===== src/rtl/csr_timer_if.sv =====
// CSR read/write bus shared by the CSR file and the constant-timer unit,
// plus the timer-interrupt line that feeds ESTAT[11].
interface csr_timer_if #(
    parameter int ADDR_W = 14
);
    logic              write_en;
    logic [ADDR_W-1:0] write_addr;
    logic [31:0]       write_data;
    logic              read_en;
    logic [ADDR_W-1:0] read_addr;
    logic [31:0]       read_data;
    logic              read_hit;
    logic              is_ti;

    modport master (
        output write_en, write_addr, write_data, read_en, read_addr,
        input  read_data, read_hit, is_ti
    );

    modport slave (
        input  write_en, write_addr, write_data, read_en, read_addr,
        output read_data, read_hit, is_ti
    );
endinterface


===== src/rtl/csr_timer.sv =====
// LoongArch32 constant timer: owns TID/TCFG/TVAL/TICLR, counts TVAL down and
// raises the timer-interrupt pending bit on expiry.
module csr_timer #(
    parameter int          TIMER_N = 32,
    parameter logic [31:0] CPU_ID  = 32'h0,
    parameter int          ADDR_W  = 14
) (
    input  logic         clk,
    input  logic         rst,
    csr_timer_if.slave   bus
);
    localparam int NUM_CSR = 4;
    localparam logic [ADDR_W-1:0] A_TID   = ADDR_W'(12'h040);
    localparam logic [ADDR_W-1:0] A_TCFG  = ADDR_W'(12'h041);
    localparam logic [ADDR_W-1:0] A_TVAL  = ADDR_W'(12'h042);
    localparam logic [ADDR_W-1:0] A_TICLR = ADDR_W'(12'h044);
    localparam logic [ADDR_W-1:0] CSR_ADDR [NUM_CSR] = '{A_TID, A_TCFG, A_TVAL, A_TICLR};

    typedef enum logic [1:0] {
        S_IDLE,
        S_RUN,
        S_EXPIRED
    } state_t;

    state_t               r_state;
    state_t               w_state_next;
    logic [31:0]          r_tid;
    logic [TIMER_N-1:0]   r_tcfg;
    logic [TIMER_N-1:0]   r_tval;
    logic [TIMER_N-1:0]   w_tval_next;
    logic                 r_is_ti;
    logic                 w_is_ti_next;
    logic                 w_expire;

    logic                 w_we_tid;
    logic                 w_we_tcfg;
    logic                 w_we_ticlr;
    logic [TIMER_N-1:0]   w_reload_cfg;
    logic [TIMER_N-1:0]   w_reload_wr;
    logic                 w_periodic;

    logic [NUM_CSR-1:0]   w_rd_sel;
    logic [31:0]          w_csr_rdata [NUM_CSR];

    // ---------------------------------------------------------------
    // Write decode and reload values
    // ---------------------------------------------------------------
    assign w_we_tid   = bus.write_en && (bus.write_addr == A_TID);
    assign w_we_tcfg  = bus.write_en && (bus.write_addr == A_TCFG);
    assign w_we_ticlr = bus.write_en && (bus.write_addr == A_TICLR) && bus.write_data[0];

    assign w_periodic   = r_tcfg[1];
    assign w_reload_cfg = {r_tcfg[TIMER_N-1:2], 2'b00};
    assign w_reload_wr  = {bus.write_data[TIMER_N-1:2], 2'b00};

    // ---------------------------------------------------------------
    // State machine: state register
    // ---------------------------------------------------------------
    always_ff @(posedge clk) begin
        if (rst) begin
            r_state <= S_IDLE;
        end else begin
            r_state <= w_state_next;
        end
    end

    // ---------------------------------------------------------------
    // State machine: next state, counter and expiry
    // ---------------------------------------------------------------
    always_comb begin
        w_state_next = r_state;
        w_tval_next  = r_tval;
        w_expire     = 1'b0;

        case (r_state)
            S_RUN: begin
                if (r_tval > TIMER_N'(1)) begin
                    w_tval_next = r_tval - TIMER_N'(1);
                end else begin
                    // Both 1 and 0 count as terminal so InitVal=0 still fires.
                    w_expire = 1'b1;
                    if (w_periodic) begin
                        w_tval_next = w_reload_cfg;
                    end else begin
                        w_tval_next  = '0;
                        w_state_next = S_EXPIRED;
                    end
                end
            end
            S_EXPIRED: begin
                w_tval_next = '0;
            end
            default: begin
                w_tval_next = r_tval;
            end
        endcase

        // A TCFG write restarts the counter from any state and wins over the
        // countdown, including an expiry that would have happened this edge.
        if (w_we_tcfg) begin
            w_expire     = 1'b0;
            w_tval_next  = w_reload_wr;
            w_state_next = bus.write_data[0] ? S_RUN : S_IDLE;
        end
    end

    // Expiry setting the pending bit has priority over a same-edge clear.
    always_comb begin
        w_is_ti_next = r_is_ti;
        if (w_expire) begin
            w_is_ti_next = 1'b1;
        end else if (w_we_ticlr) begin
            w_is_ti_next = 1'b0;
        end
    end

    // ---------------------------------------------------------------
    // Datapath registers
    // ---------------------------------------------------------------
    always_ff @(posedge clk) begin
        if (rst) begin
            r_tid   <= CPU_ID;
            r_tcfg  <= '0;
            r_tval  <= '0;
            r_is_ti <= 1'b0;
        end else begin
            r_tval  <= w_tval_next;
            r_is_ti <= w_is_ti_next;
            if (w_we_tid) begin
                r_tid <= bus.write_data;
            end
            if (w_we_tcfg) begin
                r_tcfg <= bus.write_data[TIMER_N-1:0];
            end
        end
    end

    assign bus.is_ti = r_is_ti;

    // ---------------------------------------------------------------
    // Read path: combinational, reflects pre-write register values
    // ---------------------------------------------------------------
    assign w_csr_rdata[0] = r_tid;
    assign w_csr_rdata[1] = 32'(r_tcfg);
    assign w_csr_rdata[2] = 32'(r_tval);
    assign w_csr_rdata[3] = 32'h0;

    generate
        for (genvar gi = 0; gi < NUM_CSR; gi++) begin : g_rd_sel
            assign w_rd_sel[gi] = bus.read_en && (bus.read_addr == CSR_ADDR[gi]);
        end
    endgenerate

    always_comb begin
        bus.read_data = 32'h0;
        for (int i = 0; i < NUM_CSR; i++) begin
            if (w_rd_sel[i]) begin
                bus.read_data = bus.read_data | w_csr_rdata[i];
            end
        end
    end

    assign bus.read_hit = |w_rd_sel;

endmodule


===== src/flat_wrapper.sv =====
// flat-port wrapper written by rule: the top's interface ports become plain ports
module csr_timer_flat 
#(
    parameter int          TIMER_N = 32,
    parameter logic [31:0] CPU_ID  = 32'h0,
    parameter int          ADDR_W  = 14
)
  (clk, rst, bus_write_en, bus_write_addr, bus_write_data, bus_read_en, bus_read_addr, bus_read_data, bus_read_hit, bus_is_ti);
  csr_timer_if #(.ADDR_W(ADDR_W)) bus_i ();
  input  logic clk;
  input  logic rst;
  input wire logic [$bits(bus_i.write_en)-1:0] bus_write_en;
  input wire logic [$bits(bus_i.write_addr)-1:0] bus_write_addr;
  input wire logic [$bits(bus_i.write_data)-1:0] bus_write_data;
  input wire logic [$bits(bus_i.read_en)-1:0] bus_read_en;
  input wire logic [$bits(bus_i.read_addr)-1:0] bus_read_addr;
  output wire logic [$bits(bus_i.read_data)-1:0] bus_read_data;
  output wire logic [$bits(bus_i.read_hit)-1:0] bus_read_hit;
  output wire logic [$bits(bus_i.is_ti)-1:0] bus_is_ti;
  assign bus_i.write_en = bus_write_en;
  assign bus_i.write_addr = bus_write_addr;
  assign bus_i.write_data = bus_write_data;
  assign bus_i.read_en = bus_read_en;
  assign bus_i.read_addr = bus_read_addr;
  assign bus_read_data = bus_i.read_data;
  assign bus_read_hit = bus_i.read_hit;
  assign bus_is_ti = bus_i.is_ti;
  csr_timer #(.TIMER_N(TIMER_N), .CPU_ID(CPU_ID), .ADDR_W(ADDR_W)) u_core (.clk(clk), .rst(rst), .bus(bus_i));
endmodule

===== config.mk =====
export PLATFORM = sky130hd
export DESIGN_NAME = csr_timer_flat
export DESIGN_NICKNAME = d
export VERILOG_FILES = /design/src/rtl/csr_timer_if.sv /design/src/rtl/csr_timer.sv /design/src/flat_wrapper.sv
export SDC_FILE = /design/constraint.sdc
export NUM_CORES = 1
export LEC_CHECK = 0
export CORE_MARGIN = 1
export CORE_UTILIZATION = 45
export CTS_CLUSTER_DIAMETER = 200
export CTS_CLUSTER_SIZE = 24
export DETAILED_ROUTE_END_ITERATION = 8
export MAX_ROUTING_LAYER = met4
export PLACE_DENSITY = 0.73
export SKIP_LAST_GASP = 1
export SLEW_MARGIN = 0
export SYNTH_ARGS = -nofsm -noshare
export SYNTH_HDL_FRONTEND = slang
export SYNTH_SLANG_ARGS = --single-unit

===== constraint.sdc =====
create_clock -name clk -period 2.6 [get_ports clk]
set_clock_uncertainty 0.15 [all_clocks]
set_input_delay 0.39 -clock clk [delete_from_list [all_inputs] [get_ports clk]]
set_output_delay 0.39 -clock clk [all_outputs]
set_load 0.01 [all_outputs]

# ---- Word-level counts from Yosys, hierarchy flattened
# Index checks and enable logic that the tools add are counted.
dict set report classes {
  n_addsub 1
  order_cmp 1
  n_eq_ne 11
  muxes 17
  bitwise 2
  n_reduce_logical 15
}
# cell n
set op_table {}
lappend op_table {{32-bit two-way mux} 6}
lappend op_table {{14-bit by 7-bit equality test with 1-bit output, second input constant} 7}
lappend op_table {{32-bit OR} 2}
lappend op_table {{32-bit case mux with 2 select lines} 1}
lappend op_table {{32-bit by 1-bit > comparator with 1-bit output, second input constant} 1}
lappend op_table {{32-bit by 1-bit subtractor with 32-bit output, second input constant} 1}
lappend op_table {{1-bit logical AND} 8}
lappend op_table {{2-bit two-way mux} 4}
lappend op_table {{1-bit two-way mux} 6}
lappend op_table {{2-bit nonzero test} 3}
lappend op_table {{4-bit OR reduction} 1}
lappend op_table {{3-bit AND reduction} 1}
lappend op_table {{3-bit nonzero test} 1}
lappend op_table {{2-bit by 1-bit equality test with 1-bit output, second input constant} 1}
lappend op_table {{2-bit equality test, second input constant} 1}
lappend op_table {{2-bit by 1-bit inequality test with 1-bit output, second input constant} 1}
lappend op_table {{2-bit inequality test, second input constant} 1}
lappend op_table {{2-bit OR reduction} 1}
dict set report totals {
  register_bits 99
  inputBits 64
  output_inout_bits 34
}

# ---- Logic depth before layout (Yosys ltp)
dict set report depth {
  word_depth 7
  ltp_mapped 7
  depth_no_buf 7
}

# ---- Worst setup path before layout
# Ideal clock, no wire load.
dict set report synth_path {
  kind {reg2reg}
  startpoint {register u_core.r_tval[24]}
  endpoint {register u_core.r_tval[6]}
  arrival_ns 2.333
  setup_slack_ns 0.041
  path_stages_with_launch 7
  path_buffers 1
  period_less_slack_ns 2.559
  path_cell_list {dfxtp_1 -> or4_4 -> or4_4 -> nor4_4 -> buf_2 -> mux2_2 -> o22ai_1}
}
dict set report synth_via {
  elab_chain_cells 4
}
# element line_no
set synth_rtl {}
lappend synth_rtl {{start, declared} csr_timer.sv:29} ;# logic [TIMER_N-1:0] r_tval;
lappend synth_rtl {{start signal, assigned} csr_timer.sv:127} ;# r_tval <= w_tval_next;
lappend synth_rtl {{32-bit by 1-bit > comparator with 1-bit output} csr_timer.sv:77} ;# if (r_tval > TIMER_N'(1)) begin
lappend synth_rtl {{32-bit two-way mux} csr_timer.sv:77}
lappend synth_rtl {{32-bit case mux with 2 select lines} csr_timer.sv:75} ;# case (r_state)
lappend synth_rtl {{32-bit two-way mux} csr_timer.sv:100} ;# if (w_we_tcfg) begin
# No other way between the ends.
# A chain may end at the register's enable or synchronous reset.

# ---- Worst setup path in the final report
dict set report layout_path {
  startpoint {register u_core.r_tval[24]}
  endpoint {register u_core.r_tval[20]}
}
# Same word-level chain as after synthesis.

==> reports/metrics.csv <==
metric,value,unit
clkLatencyLatePin,0.34,ns
tightest_slew,0.799,ns
io_pins,98,
pwr-share-comb,0.071,
slowest_delay,0.55,ns
hpwlAfterDp,12000,µm
power_density,437,nW/µm²
synth-edff-count,0,
synth.ff_latch_count,99,
grt_pass1_wl,28600,µm
p_sw,0.691,mW
rr_endpoint,u_core.r_tval[20],
pre_cts_ws,-0.406,ns
max-cap-violations,0,
timing.final.crit_period,2.70,ns
criticalPathCategory,flop to flop,
dieArea,12800,µm²
yosysMostFrequentCell,nand2_1,
synth.top_cell.area_share,0.357,
synth_common_cells,"nand2_1, a21oi_1, dfxtp_1",
status,"finished, violations left",
grt_setup_unrepaired,true,
gp_congestion,0.885,
critPathCaptureType,flop,
ys_top_cells_by_area,"dfxtp_1, a21oi_1, nand2_1",
grt_pass1_vias,5606,
crit_path_top_delay_cell,or4_4,
antenna_left,0,
irDropWorstVdd,304,µV
synth-seq-area-share,0.357,
slew-limit-headroom,0.467,
fin_area,7540,µm²
placed_area,7070,µm²
wl_per_cell,18.6,µm
core,12000,µm²
initial_utilization,0.462,
insertedDiodeCount,0,
timing.fmax,371,MHz
crit_chain,"or4_4, buf_6, or4_4, or4_4, o221a_4, a221oi_2",
die_h,113,µm
synthDistinctLibCells,58,
p_int,2.60,mW
io_buffers,97,
cp-start-kind,flop,
synthesis.nets,798,
hold_slack,0.302,ns
clockRootBuffer,clkbuf_16,
crit_fanout,4,
hold_depth,2,
grt_overflow_total,0,
clk_pin_slew,0.07,ns
min_to,u_core.r_tid[12],
synth_largest_area_cell,dfxtp_1,
min-delay-start,u_core.r_tid[12],
netlist_instances,730,
nets,921,
worstPathRequired,2.70,ns
p_seq_frac,0.460,
layout_setup_ws,-0.0951,ns
ys.flop_type,dfxtp_1,
drtIter0Drc,551,
reg2reg_depth,6,
cp_top_family,simple AND/OR/NAND/NOR gates,
clock-sinks,99,
ff2ff_setup_slack,-0.1,ns
numCtsBuffers,9,
htree_levels,3,
synth_area,5550,µm²
cts_tree,built,
yosysWarnings,0,
slew_viol_final,0,
post-place-cells,981,
p_clk_frac,0.469,
stdcell_count,1005,
cp.arrival,2.79,ns
period_share,1.04,
grt_max_degree,78,
routed_via_density,6.00,
syn_avg_cell_area,7.60,µm²
grt_use_total,0.290,
syn_to_final_growth,36.0,%
finalSetupViolations,11,
drive_gt1_frac,0.200,
route.detailed.drc,0,
violations,negative setup slack,
n_fill_cell,1047,
dr.pass1.iters,5,
rows,40,
hold_path_class,flop to flop,
dieWidth,113,µm
routed_wl,18700,µm
synthArstFlopShare,0,
critPathBufInv,1,
hold_violations,0,
vias,6031,
leakagePower,2.89,nW
crit_top_cell,or4_4,
r2r-start,u_core.r_tval[24],
antenna_found_initial,0,
cts_max_path_buffers,2,
p_sw_frac,0.210,
## tightest hold or removal path: stages (launching register included)
cell,delay [ns]
dfxtp_1,0.31
nand2_1,0.05
a21oi_1,0.05
## registers in the layout, summed over array words and instances, names as in the netlist
register / count
u_core.bus.is_ti: 1
u_core.r_state: 2
u_core.r_tcfg: 32
u_core.r_tid: 32
u_core.r_tval: 32
## through the flow
stage               power, mW  TNS, ns   util
floorplan                1.62        0      -
global placement         1.78   -13.46  0.588
detailed placement       1.78   -17.74  0.588
CTS                      3.30   -0.409  0.627
global route             3.39    -1.11  0.628
finish                   3.29   -0.541  0.628
## cells in the final DEF, fill, tap and decap left out, types with 9 or more instances in the layout
master,n
dfxtp_1,98
nor2_1,62
nand2b_1,18
mux2i_1,34
o22ai_1,21
nor3_1,16
clkdlybuf4s50_1,57
a21oi_1,104
buf_12,9
clkbuf_16,11
nand3_1,24
buf_2,27
nand2_1,133
a221o_1,15
a22oi_1,12
buf_4,60
xor2_1,20
mux2_2,9
## power by group through the flow
stage | Clock [mW] | Combinational (mW) | Sequential [mW]
6_report | 1.55 | 0.233 | 1.52
5_1_grt | 1.63 | 0.243 | 1.51
4_1_cts | 1.55 | 0.230 | 1.52
3_5_place_dp | 0 | 0.227 | 1.55
3_3_place_gp | 0 | 0.225 | 1.55
2_1_floorplan | 0 | 0.0723 | 1.55
## routing by layer
metal  track usage  vias to the layer above  routed length [µm]
met4         0.116                        0                 348
met3        0.0380                       26                1560
li1              -                     2824                   -
met5             -                        -                   0
met1         0.367                     2916                7800
met2         0.470                      265                8970
## kinds of logic (layout without fill, tap and decap cells)
| kind of cell | Yosys count | count (layout) | share of synthesized area |
|---|---|---|---|
| AO/OA/AOI/OAI | 182 | 182 | 0.204 |
| flip-flops | 99 | 99 | 0.357 |
| XOR/XNOR | 23 | 23 | 0.0363 |
| multiplexers | 44 | 44 | 0.0816 |
| adder cells (fa/ha/maj) | 5 | 5 | 0.0108 |
| buffers and inverters | 66 | 194 | 0.0469 |
| AND/OR/NAND/NOR | 311 | 311 | 0.263 |
## final cells by class
class / instances / area (µm²) / area share
multi-input cells: 565 / 3430 / 0.455
flip-flops and latches: 99 / 1980 / 0.263
repair buffers: 171 / 1580 / 0.209
clock buffers: 11 / 243 / 0.0322
well taps: 147 / 184 / 0.0244
clock inverters: 5 / 100 / 0.0133
inverters: 7 / 26.3 / 0.00348
## worst max path at each step
stage / startpoint / cells after the start / slack [ns] / end
6_report: u_core.r_tval[24] / 6 / -0.1 / u_core.r_tval[20]
5_1_grt: u_core.r_tval[24] / 6 / -0.10 / u_core.r_tval[20]
4_1_cts: u_core.r_tval[24] / 6 / -0.07 / u_core.r_tval[20]
3_5_place_dp: bus_read_addr[7] / 7 / -0.41 / bus_read_data[21]
3_3_place_gp: bus_read_addr[4] / 7 / -0.27 / bus_read_data[16]
2_1_floorplan: u_core.r_tval[24] / 6 / 0.04 / u_core.r_tval[6]
## repair_timing
| action | in CTS | in global routing |
|---|---|---|
| resized for setup | 100 | 73 |
| pin swaps | 2 | 9 |
| hold buffers | 0 | 0 |
| setup buffers | 3 | 2 |
| gates cloned | 1 | 2 |
| setup endpoints to repair | 62 | 62 |
(Power assumes the default switching activity.)
